===== src/rtl/riscv_pipe_pkg.sv =====
// Shared constants for the front-end pipeline sequencer: FSM state encoding
// and PC redirect select codes.
package riscv_pipe_pkg;

  typedef enum logic [1:0] {
    SEQ_RUN        = 2'b00,
    SEQ_BR_WAIT    = 2'b01,
    SEQ_TRAP_DRAIN = 2'b10,
    SEQ_TRAP_REDIR = 2'b11
  } seq_state_t;

  localparam logic [1:0] PC_MUX_NPC  = 2'b00;
  localparam logic [1:0] PC_MUX_BR   = 2'b01;
  localparam logic [1:0] PC_MUX_TRAP = 2'b10;

endpackage


===== src/rtl/sat_counter.sv =====
// Up-counter that sticks at all-ones instead of wrapping; synchronous clear.
module sat_counter #(
  parameter int WIDTH = 16
) (
  input  logic             clk,
  input  logic             clear,
  input  logic             inc,
  output logic [WIDTH-1:0] count
);

  always_ff @(posedge clk) begin
    if (clear) begin
      count <= '0;
    end else if (inc && (count != '1)) begin
      count <= count + WIDTH'(1);
    end
  end

endmodule


===== src/rtl/pipeline_sequencer.sv =====
// Decode-stage front-end controller: branch resolution wait, ECALL drain and
// mtvec redirect, plus a saturating stall counter and sticky trap error flag.
module pipeline_sequencer
  import riscv_pipe_pkg::*;
#(
  parameter int XLEN         = 64,
  parameter int DRAIN_CYCLES = 4,
  parameter int STALL_CNT_W  = 16
) (
  input  logic                   CLK,
  input  logic                   RESET_N,
  input  logic                   DE_V,
  input  logic                   V_DE_BR_STALL,
  input  logic                   V_DE_TRAP_STALL,
  input  logic                   V_HAZARD_STALL,
  input  logic                   V_MEM_STALL,
  input  logic                   EXE_BR_V,
  input  logic                   EXE_BR_TAKEN,
  input  logic [XLEN-1:0]        EXE_BR_TARGET,
  input  logic [XLEN-1:0]        DE_MTVEC,
  input  logic                   WB_CS,
  output logic                   LD_PC,
  output logic [1:0]             PC_MUX,
  output logic [XLEN-1:0]        PC_TARGET,
  output logic                   LD_DE,
  output logic                   FE_DE_V,
  output logic [1:0]             SEQ_STATE,
  output logic [STALL_CNT_W-1:0] STALL_COUNT,
  output logic                   TRAP_ERR
);

  localparam int            DW         = $clog2(DRAIN_CYCLES + 1);
  localparam logic [DW-1:0] DRAIN_INIT = DW'(DRAIN_CYCLES);

  seq_state_t             state;
  logic [DW-1:0]          drain_cnt;
  logic                   trap_err_q;
  logic [STALL_CNT_W-1:0] stall_cnt;

  logic            ld_pc_c;
  logic            ld_de_c;
  logic            fe_de_v_c;
  logic [1:0]      pc_mux_c;
  logic [XLEN-1:0] pc_target_c;

  logic de_trap;
  logic de_br;
  assign de_trap = DE_V && V_DE_TRAP_STALL;
  assign de_br   = DE_V && V_DE_BR_STALL;

  // Memory stall freezes everything, so decode only acts when out of reset and unstalled.
  always_comb begin
    ld_pc_c     = 1'b0;
    ld_de_c     = 1'b0;
    fe_de_v_c   = 1'b0;
    pc_mux_c    = PC_MUX_NPC;
    pc_target_c = '0;
    if (RESET_N && !V_MEM_STALL) begin
      case (state)
        SEQ_RUN: begin
          if (!V_HAZARD_STALL) begin
            ld_de_c = 1'b1;
            if (!de_trap && !de_br) begin
              ld_pc_c   = 1'b1;
              fe_de_v_c = 1'b1;
            end
          end
        end
        SEQ_BR_WAIT: begin
          ld_de_c = 1'b1;
          if (EXE_BR_V) begin
            ld_pc_c = 1'b1;
            if (EXE_BR_TAKEN) begin
              pc_mux_c    = PC_MUX_BR;
              pc_target_c = EXE_BR_TARGET;
            end
          end
        end
        SEQ_TRAP_DRAIN: begin
          ld_de_c = 1'b1;
        end
        SEQ_TRAP_REDIR: begin
          ld_pc_c     = 1'b1;
          ld_de_c     = 1'b1;
          pc_mux_c    = PC_MUX_TRAP;
          pc_target_c = DE_MTVEC;
        end
      endcase
    end
  end

  always_ff @(posedge CLK) begin
    if (!RESET_N) begin
      state      <= SEQ_RUN;
      drain_cnt  <= '0;
      trap_err_q <= 1'b0;
    end else if (!V_MEM_STALL) begin
      if (WB_CS && (state != SEQ_TRAP_DRAIN)) begin
        trap_err_q <= 1'b1;
      end
      case (state)
        SEQ_RUN: begin
          if (!V_HAZARD_STALL) begin
            if (de_trap) begin
              drain_cnt <= DRAIN_INIT;
              state     <= SEQ_TRAP_DRAIN;
            end else if (de_br) begin
              state <= SEQ_BR_WAIT;
            end
          end
        end
        SEQ_BR_WAIT: begin
          if (EXE_BR_V) begin
            state <= SEQ_RUN;
          end
        end
        SEQ_TRAP_DRAIN: begin
          // Commit beats expiry when both land on the last drain cycle.
          if (WB_CS) begin
            drain_cnt <= '0;
            state     <= SEQ_TRAP_REDIR;
          end else if (drain_cnt <= DW'(1)) begin
            drain_cnt  <= '0;
            trap_err_q <= 1'b1;
            state      <= SEQ_TRAP_REDIR;
          end else begin
            drain_cnt <= drain_cnt - DW'(1);
          end
        end
        SEQ_TRAP_REDIR: begin
          state <= SEQ_RUN;
        end
      endcase
    end
  end

  sat_counter #(.WIDTH(STALL_CNT_W)) u_stall_cnt (
    .clk   (CLK),
    .clear (!RESET_N),
    .inc   (RESET_N && !ld_pc_c),
    .count (stall_cnt)
  );

  assign LD_PC       = ld_pc_c;
  assign PC_MUX      = pc_mux_c;
  assign PC_TARGET   = pc_target_c;
  assign LD_DE       = ld_de_c;
  assign FE_DE_V     = fe_de_v_c;
  assign SEQ_STATE   = RESET_N ? state : SEQ_RUN;
  assign STALL_COUNT = RESET_N ? stall_cnt : '0;
  assign TRAP_ERR    = RESET_N && trap_err_q;

endmodule


===== config.mk =====
export PLATFORM = sky130hd
export DESIGN_NAME = pipeline_sequencer
export DESIGN_NICKNAME = d
export VERILOG_FILES = /design/src/rtl/riscv_pipe_pkg.sv /design/src/rtl/sat_counter.sv /design/src/rtl/pipeline_sequencer.sv
export SDC_FILE = /design/constraint.sdc
export NUM_CORES = 1
export LEC_CHECK = 0
export ABC_AREA = 1
export CAP_MARGIN = 20
export CORE_UTILIZATION = 31
export CTS_CLUSTER_SIZE = 30
export DETAILED_ROUTE_END_ITERATION = 12
export HOLD_SLACK_MARGIN = 0.08
export PLACE_DENSITY = 0.88
export SETUP_SLACK_MARGIN = 0.15
export SLEW_MARGIN = 20
export SYNTH_ARGS = -nofsm -noshare
export SYNTH_HDL_FRONTEND = slang
export SYNTH_HIERARCHICAL = 1
export SYNTH_SLANG_ARGS = --single-unit

===== constraint.sdc =====
create_clock -name CLK -period 1.95 [get_ports CLK]
set_clock_uncertainty 0.05 [all_clocks]
set_input_delay 0.39 -clock CLK [delete_from_list [all_inputs] [get_ports CLK]]
set_output_delay 0.39 -clock CLK [all_outputs]
set_load 0.03 [all_outputs]

Word-level counts from Yosys, hierarchy flattened
Index checks and enable logic that the tools add are counted.
Widths: inputs -> output; s select.
{"block": "op_classes", "n_addsub": 2, "n_mul": 0, "n_div": 0, "order_cmp": 1, "eq_ne": 10, "n_shift": 0, "n_mux": 36, "bitwise": 1, "reduce_logical": 17}
{"op": "$mux 64", "n": 3}
{"op": "$pmux 64 s2", "n": 1}
{"op": "$add 16x1->16 const B", "n": 1}
{"op": "$mux 16", "n": 1}
{"op": "$mux 2", "n": 8}
{"op": "$ne 16x16->1 const B", "n": 1}
{"op": "$mux 1", "n": 14}
{"op": "$mux 3", "n": 4}
{"op": "$logic_and 1x1->1", "n": 8}
{"op": "$ne 2x2->1 const B", "n": 4}
{"op": "$pmux 2 s4", "n": 1}
{"op": "$ne 3x3->1 const B", "n": 2}
{"op": "$pmux 3 s2", "n": 1}
{"op": "$reduce_and 5->1", "n": 1}
{"op": "$eq 2x2->1 const B", "n": 2}
{"op": "$logic_not 1->1", "n": 4}
{"op": "$pmux 2 s2", "n": 1}
{"op": "$reduce_and 4->1", "n": 1}
{"op": "$le 3x1->1 const B", "n": 1}
{"op": "$pmux 1 s3", "n": 1}
{"op": "$reduce_or 3->1", "n": 1}
{"op": "$sub 3x1->3 const B", "n": 1}
{"op": "$eq 2x1->1 const B", "n": 1}
{"op": "$logic_not 2->1", "n": 1}
{"op": "3 further kinds", "n": 3}
{"block": "totals", "regBits": 22, "latchBits": 0, "ram_bits": 0, "romBits": 0, "input_bits": 138, "out_inout_bits": 88, "wordCells": 71, "n_memories": 0}

Logic depth before layout (Yosys ltp)
{"block": "depth", "depth_word": 10, "depth_mapped": 14, "mapped_depth_nobuf": 12}

Cells and area by module
Netlist, hierarchy kept.
{"module": "pipeline_sequencer", "n_inst": 1, "cells_each": 261, "area_each_um2": 1397.6, "seq_area_each_um2": 120.1}
{"module": "sat_counter", "n_inst": 1, "cells_each": 149, "area_each_um2": 929.6, "seq_area_each_um2": 320.3}

Worst setup path before layout
OpenSTA, ideal clock, no wires.
{"block": "synth_timing", "path_type": "in2reg", "start": "in V_DE_TRAP_STALL", "end": "reg u_stall_cnt.count[10]", "setup_ns": 0.115, "t_arrival_ns": 2.055, "required_ns": 1.785, "slack_ns": -0.270, "cell_stages": 12, "n_path_buf": 1, "path_cell_list": "nand2_1 -> nand3_1 -> or2_2 -> a21oi_1 -> nor2_1 -> buf_2 -> nand2_1 -> inv_1 -> nand3_1 -> inv_1 -> a21oi_1 -> nor2_1"}
{"block": "synth_between", "elab_chain_len": 10}
{"element": "start, declared", "line": "pipeline_sequencer.sv:14", "source": "input logic V_DE_TRAP_STALL,"}
{"element": "$logic_and 1x1->1", "line": "pipeline_sequencer.sv:48", "source": "assign de_trap = DE_V && V_DE_TRAP_STALL;"}
{"element": "$logic_not 1->1", "line": "pipeline_sequencer.sv:63", "source": "if (!de_trap && !de_br) begin"}
{"element": "$logic_and 1x1->1", "line": "pipeline_sequencer.sv:63"}
{"element": "$mux 1", "line": "pipeline_sequencer.sv:63"}
{"element": "$mux 1", "line": "pipeline_sequencer.sv:61", "source": "if (!V_HAZARD_STALL) begin"}
{"element": "$pmux 1 s3", "line": "pipeline_sequencer.sv:59", "source": "case (state)"}
{"element": "$mux 1", "line": "pipeline_sequencer.sv:58", "source": "if (RESET_N && !V_MEM_STALL) begin"}
{"element": "net LD_PC", "line": "pipeline_sequencer.sv:22", "source": "output logic LD_PC,"}
{"element": "$logic_not 1->1", "line": "pipeline_sequencer.sv:140", "source": ".inc (RESET_N && !ld_pc_c),"}
{"element": "$logic_and 1x1->1", "line": "pipeline_sequencer.sv:140"}
{"element": "$logic_and 1x1->1", "line": "sat_counter.sv:14", "source": "end else if (inc && (count != '1)) begin"}
{"element": "end signal, assigned", "line": "sat_counter.sv:15", "source": "count <= count + WIDTH'(1);"}
{"element": "end, declared", "line": "sat_counter.sv:8", "source": "output logic [WIDTH-1:0] count"}
The timed path passes the listed nets, and every way through them passes these cells.
A chain may end at the register's enable or synchronous reset.

Worst setup path in the final report
{"block": "layout_timing", "start": "reg state[1]", "end": "out PC_TARGET[24]"}
{"block": "layout_between", "elab_chain_len": 3, "word_cells_on_any_way": 4, "classes_between": "eq/ne: 2; mux: 2"}
{"element": "start, declared", "line": "pipeline_sequencer.sv:35", "source": "seq_state_t state;"}
{"element": "start signal, assigned", "line": "pipeline_sequencer.sv:94", "source": "state <= SEQ_RUN;"}
{"element": "start signal, assigned", "line": "pipeline_sequencer.sv:106", "source": "state <= SEQ_TRAP_DRAIN;"}
{"element": "start signal, assigned", "line": "pipeline_sequencer.sv:108", "source": "state <= SEQ_BR_WAIT;"}
{"element": "$eq 2x2->1 / $eq 2x1->1 (equally long branches)", "line": "pipeline_sequencer.sv:59"}
{"element": "$pmux 64 s2 *", "line": "pipeline_sequencer.sv:59"}
{"element": "$mux 64 *", "line": "pipeline_sequencer.sv:58"}
{"element": "end, declared", "line": "pipeline_sequencer.sv:24", "source": "output logic [XLEN-1:0] PC_TARGET,"}
Every way passes the cells marked *; elsewhere a longest branch is shown, timed or not.

==> results_dict.tcl <==
set metrics [dict create \
    clk_pin_slew_ns 0.08 \
    nets 829 \
    slew_violations 0 \
    startpoint_type "flip-flop" \
    synthCells 410 \
    cts_tree "yes" \
    syn_nets 550 \
    cp_max_fo 6 \
    postSynthRegisterBits 22 \
    max_freq_mhz 468 \
    dr.first_iter.drc_count 296 \
    io_pins 226 \
    clkLatencyLatePin_ns 0.26 \
    grt_pass1_wl_um 21500 \
    fp-row-count 31 \
    drive_above_1_share_pct 49.4 \
    hp-class "flip-flop to flip-flop" \
    post-place-ws_ns -0.425 \
    post-route-min-period_ns 2.14 \
    seq_area_frac_synth_pct 18.9 \
    arrival_ns 1.70 \
    portBuffers 225 \
    fin_area_mm2 0.00632 \
    violations "negative setup slack" \
    slowest_delay_ns 0.37 \
    htreeDepth 1 \
    intPower_w 0.00122 \
    gp_congestion 0.916 \
    fin_crit_sh_pct 110 \
    cp_cell_sequence "inv_2, nand2_2, nor2_4, buf_6, buf_12, buf_16, a22oi_2, nor2_4, buf_12" \
    wl_um 16600 \
    synth_area_leaders "a22oi_1 (21%), nor2_1 (19%), dfxtp_1 (19%)" \
    grt_max_degree 31 \
    syn2layout_area_growth_pct 172 \
    gr-usage-all-layers_pct 36.3 \
    tightest_slew_ns 0.377 \
    total_switching_power_w 0.000601 \
    avgViaCountPerCell 5.44 \
    vias 4296 \
    antenna_found_initial 2 \
    swShare_pct 33.1 \
    pwr-share-seq_pct 26.4 \
    ys_types 25 \
    cts_buffers 3 \
    drtAntennaViolNets 0 \
    drv_cap 0 \
    hold_buffers 0 \
    avgRoutedWirePerCell_um 21.1 \
    grt_pass1_vias 4179 \
    p_comb_share_pct 55.4 \
    rsz0062_at_grt "true" \
    layout_setup_ws_ns -0.186 \
    synth.largest_area_cell "a22oi_1" \
    slew_headroom_pct 74.8 \
    endpoint_kind "primary output" \
    cts-root-buf "clkbuf_8" \
    critical_path_required_ns 1.51 \
    setup_viol_count_final 69 \
    placed_cell_area_mm2 0.00508 \
    power_per_cell_area_mw_per_mm2 287 \
    core_mm2 0.00725 \
    pwr-share-clk_pct 18.2 \
    fp.dieW_um 88.6 \
    synth.cell_area_mm2 0.00233 \
    die_y_um 88.6 \
    overflow 0 \
    first_pass_iters 5 \
    dp_hpwl_um 10000 \
    synth_area_per_cell_um2 5.68 \
    dieArea_mm2 0.00786 \
    synth_top_area_share_pct 20.6 \
    cp_slowest_cell "dfxtp_2" \
    power_w 0.00182 \
    outcome "finished with violations" \
    start_util_pct 32.1 \
    crit_buf_inv 5 \
    cts_sinks 22 \
    final-hold-violation-count 0 \
    cpLargestDelayFamily "buffers and inverters" \
    ir_worst_vdd_v 0.000339 \
    post-route-drc-count 0 \
    leakage_nw 2.59 \
    ys_warn_count 6 \
    clockBufferDepth 2 \
    critPathKind "flip-flop to primary output" \
]
Yosys cell counts:
cell	n
or2_2	1
o21ai_0	4
o31ai_1	1
a21oi_1	12
dfxtp_1	22
ha_1	2
nand2_2	2
buf_4	6
inv_1	39
nand4_1	3
inv_2	3
xor2_1	1
nor2_2	10
clkbuf_4	1
a22oi_1	64
nor2_4	3
nor2_8	1
nand3_1	14
nand2_1	83
nor3_1	2
clkbuf_1	7
buf_2	9
or2_0	1
nor2_1	118
xnor2_1	1
layout make-up:
class | count | area (µm²)
inverters | 42 | 168
repair buffers | 297 | 3300
clock buffers | 4 | 55.1
flip-flops and latches | 22 | 445
diodes | 2 | 5.00
well taps | 99 | 124
multi-input cells | 323 | 2230
fillers | 356 | 930
path summary, 6_finish.rpt:
path,start,to,slack (ns),cells past startpoint
worst max-delay path,state[1]$_SDFFE_PN0P_,PC_TARGET[24],-0.19,9
worst min-delay path,drain_cnt[0]$_SDFFE_PN0P_,drain_cnt[0]$_SDFFE_PN0P_,0.44,2
worst max register to register,state[0]$_SDFFE_PN0P_,u_stall_cnt/count[14]$_SDFFE_PP0P_,-0.10,15
worst min register to register,drain_cnt[0]$_SDFFE_PN0P_,drain_cnt[0]$_SDFFE_PN0P_,0.44,2
through the flow:
stage / utilization (%) / setup TNS [ns] / hold WS (ns) / instances
6_report: 87.2 / -5.36 / 0.437 / 789
5_1_grt: 87.2 / -10.17 / 0.464 / 789
4_1_cts: 83.0 / -3.64 / 0.418 / 777
3_5_place_dp: 70.1 / -24.10 / 0.398 / 745
3_3_place_gp: 70.1 / -21.76 / 0.388 / 745
2_1_floorplan: - / 0 / 0.369 / 410
worst reg2reg max path: stages (launching register included):
cell and delay, ns:
dfxtp_4 0.37, buf_6 0.12, buf_4 0.13, o21ai_1 0.09
buf_4 0.15, a21oi_4 0.06, buf_6 0.12, nor2_4 0.14
buf_6 0.17, nand2_4 0.06, inv_2 0.06, nand3_2 0.10
nor2_2 0.14, nand3_1 0.08, nand2_1 0.07, nor2_1 0.04
power groups by stage:
stage	logic (W)	registers, W	clock network [W]
4_1_cts	0.000886	0.000478	0.000338
3_3_place_gp	0.000693	0.000490	0
6_report	0.00101	0.000481	0.000330
3_5_place_dp	0.000705	0.000491	0
2_1_floorplan	0.000267	0.000488	0
5_1_grt	0.00104	0.000483	0.000356
registers in the layout, indices dropped and copies added, names as in the netlist:
signal	cells
u_stall_cnt/count	16
drain_cnt	3
state	2
trap_err_q	1
timing repair:
action                     4_1_cts  5_1_grt
resized for setup              138       53
pin swaps                       35       36
setup buffers                   20        8
setup endpoints to repair      103       86
cloned                           8        2
layer usage:
metal	global-route usage (%)	vias up	wire length (µm)
met1	39.1	2004	5860
met3	9.61	76	1720
met2	65.8	311	8240
met5	0	-	0
met4	17.4	0	795
li1	-	1905	-
cell usage in the layout (no fill, tap or decap), types with 3 or more instances in the layout:
cell and instances:
clkdlybuf4s50_1 130, nand2_1 71, nor2_2 70, buf_6 66, buf_4 62, a22oi_2 48
nor2_1 45, inv_1 33, buf_12 22, dfxtp_1 20, nor2_4 16, a22oi_1 16
nand2_2 9, a21oi_1 9, inv_2 7, nand3_1 7, nand3_2 6, nand2_4 5
clkbuf_8 4, buf_16 4, bufbuf_16 4, dlygate4sd2_1 4, o21ai_0 3, nand4_1 3
logic make-up (layout without fill, tap and decap cells):
kind of cell	after synthesis	in the layout	share of synthesized area [%]
simple gates	238	238	42.7
fa+ha+maj	2	2	1.08
xor+xnor	2	2	0.753
compound gates	81	81	24.4
flops	22	22	18.9
buf+inv	65	343	12.1
other cells	0	2	0
Power figures use the tool's default switching activity.
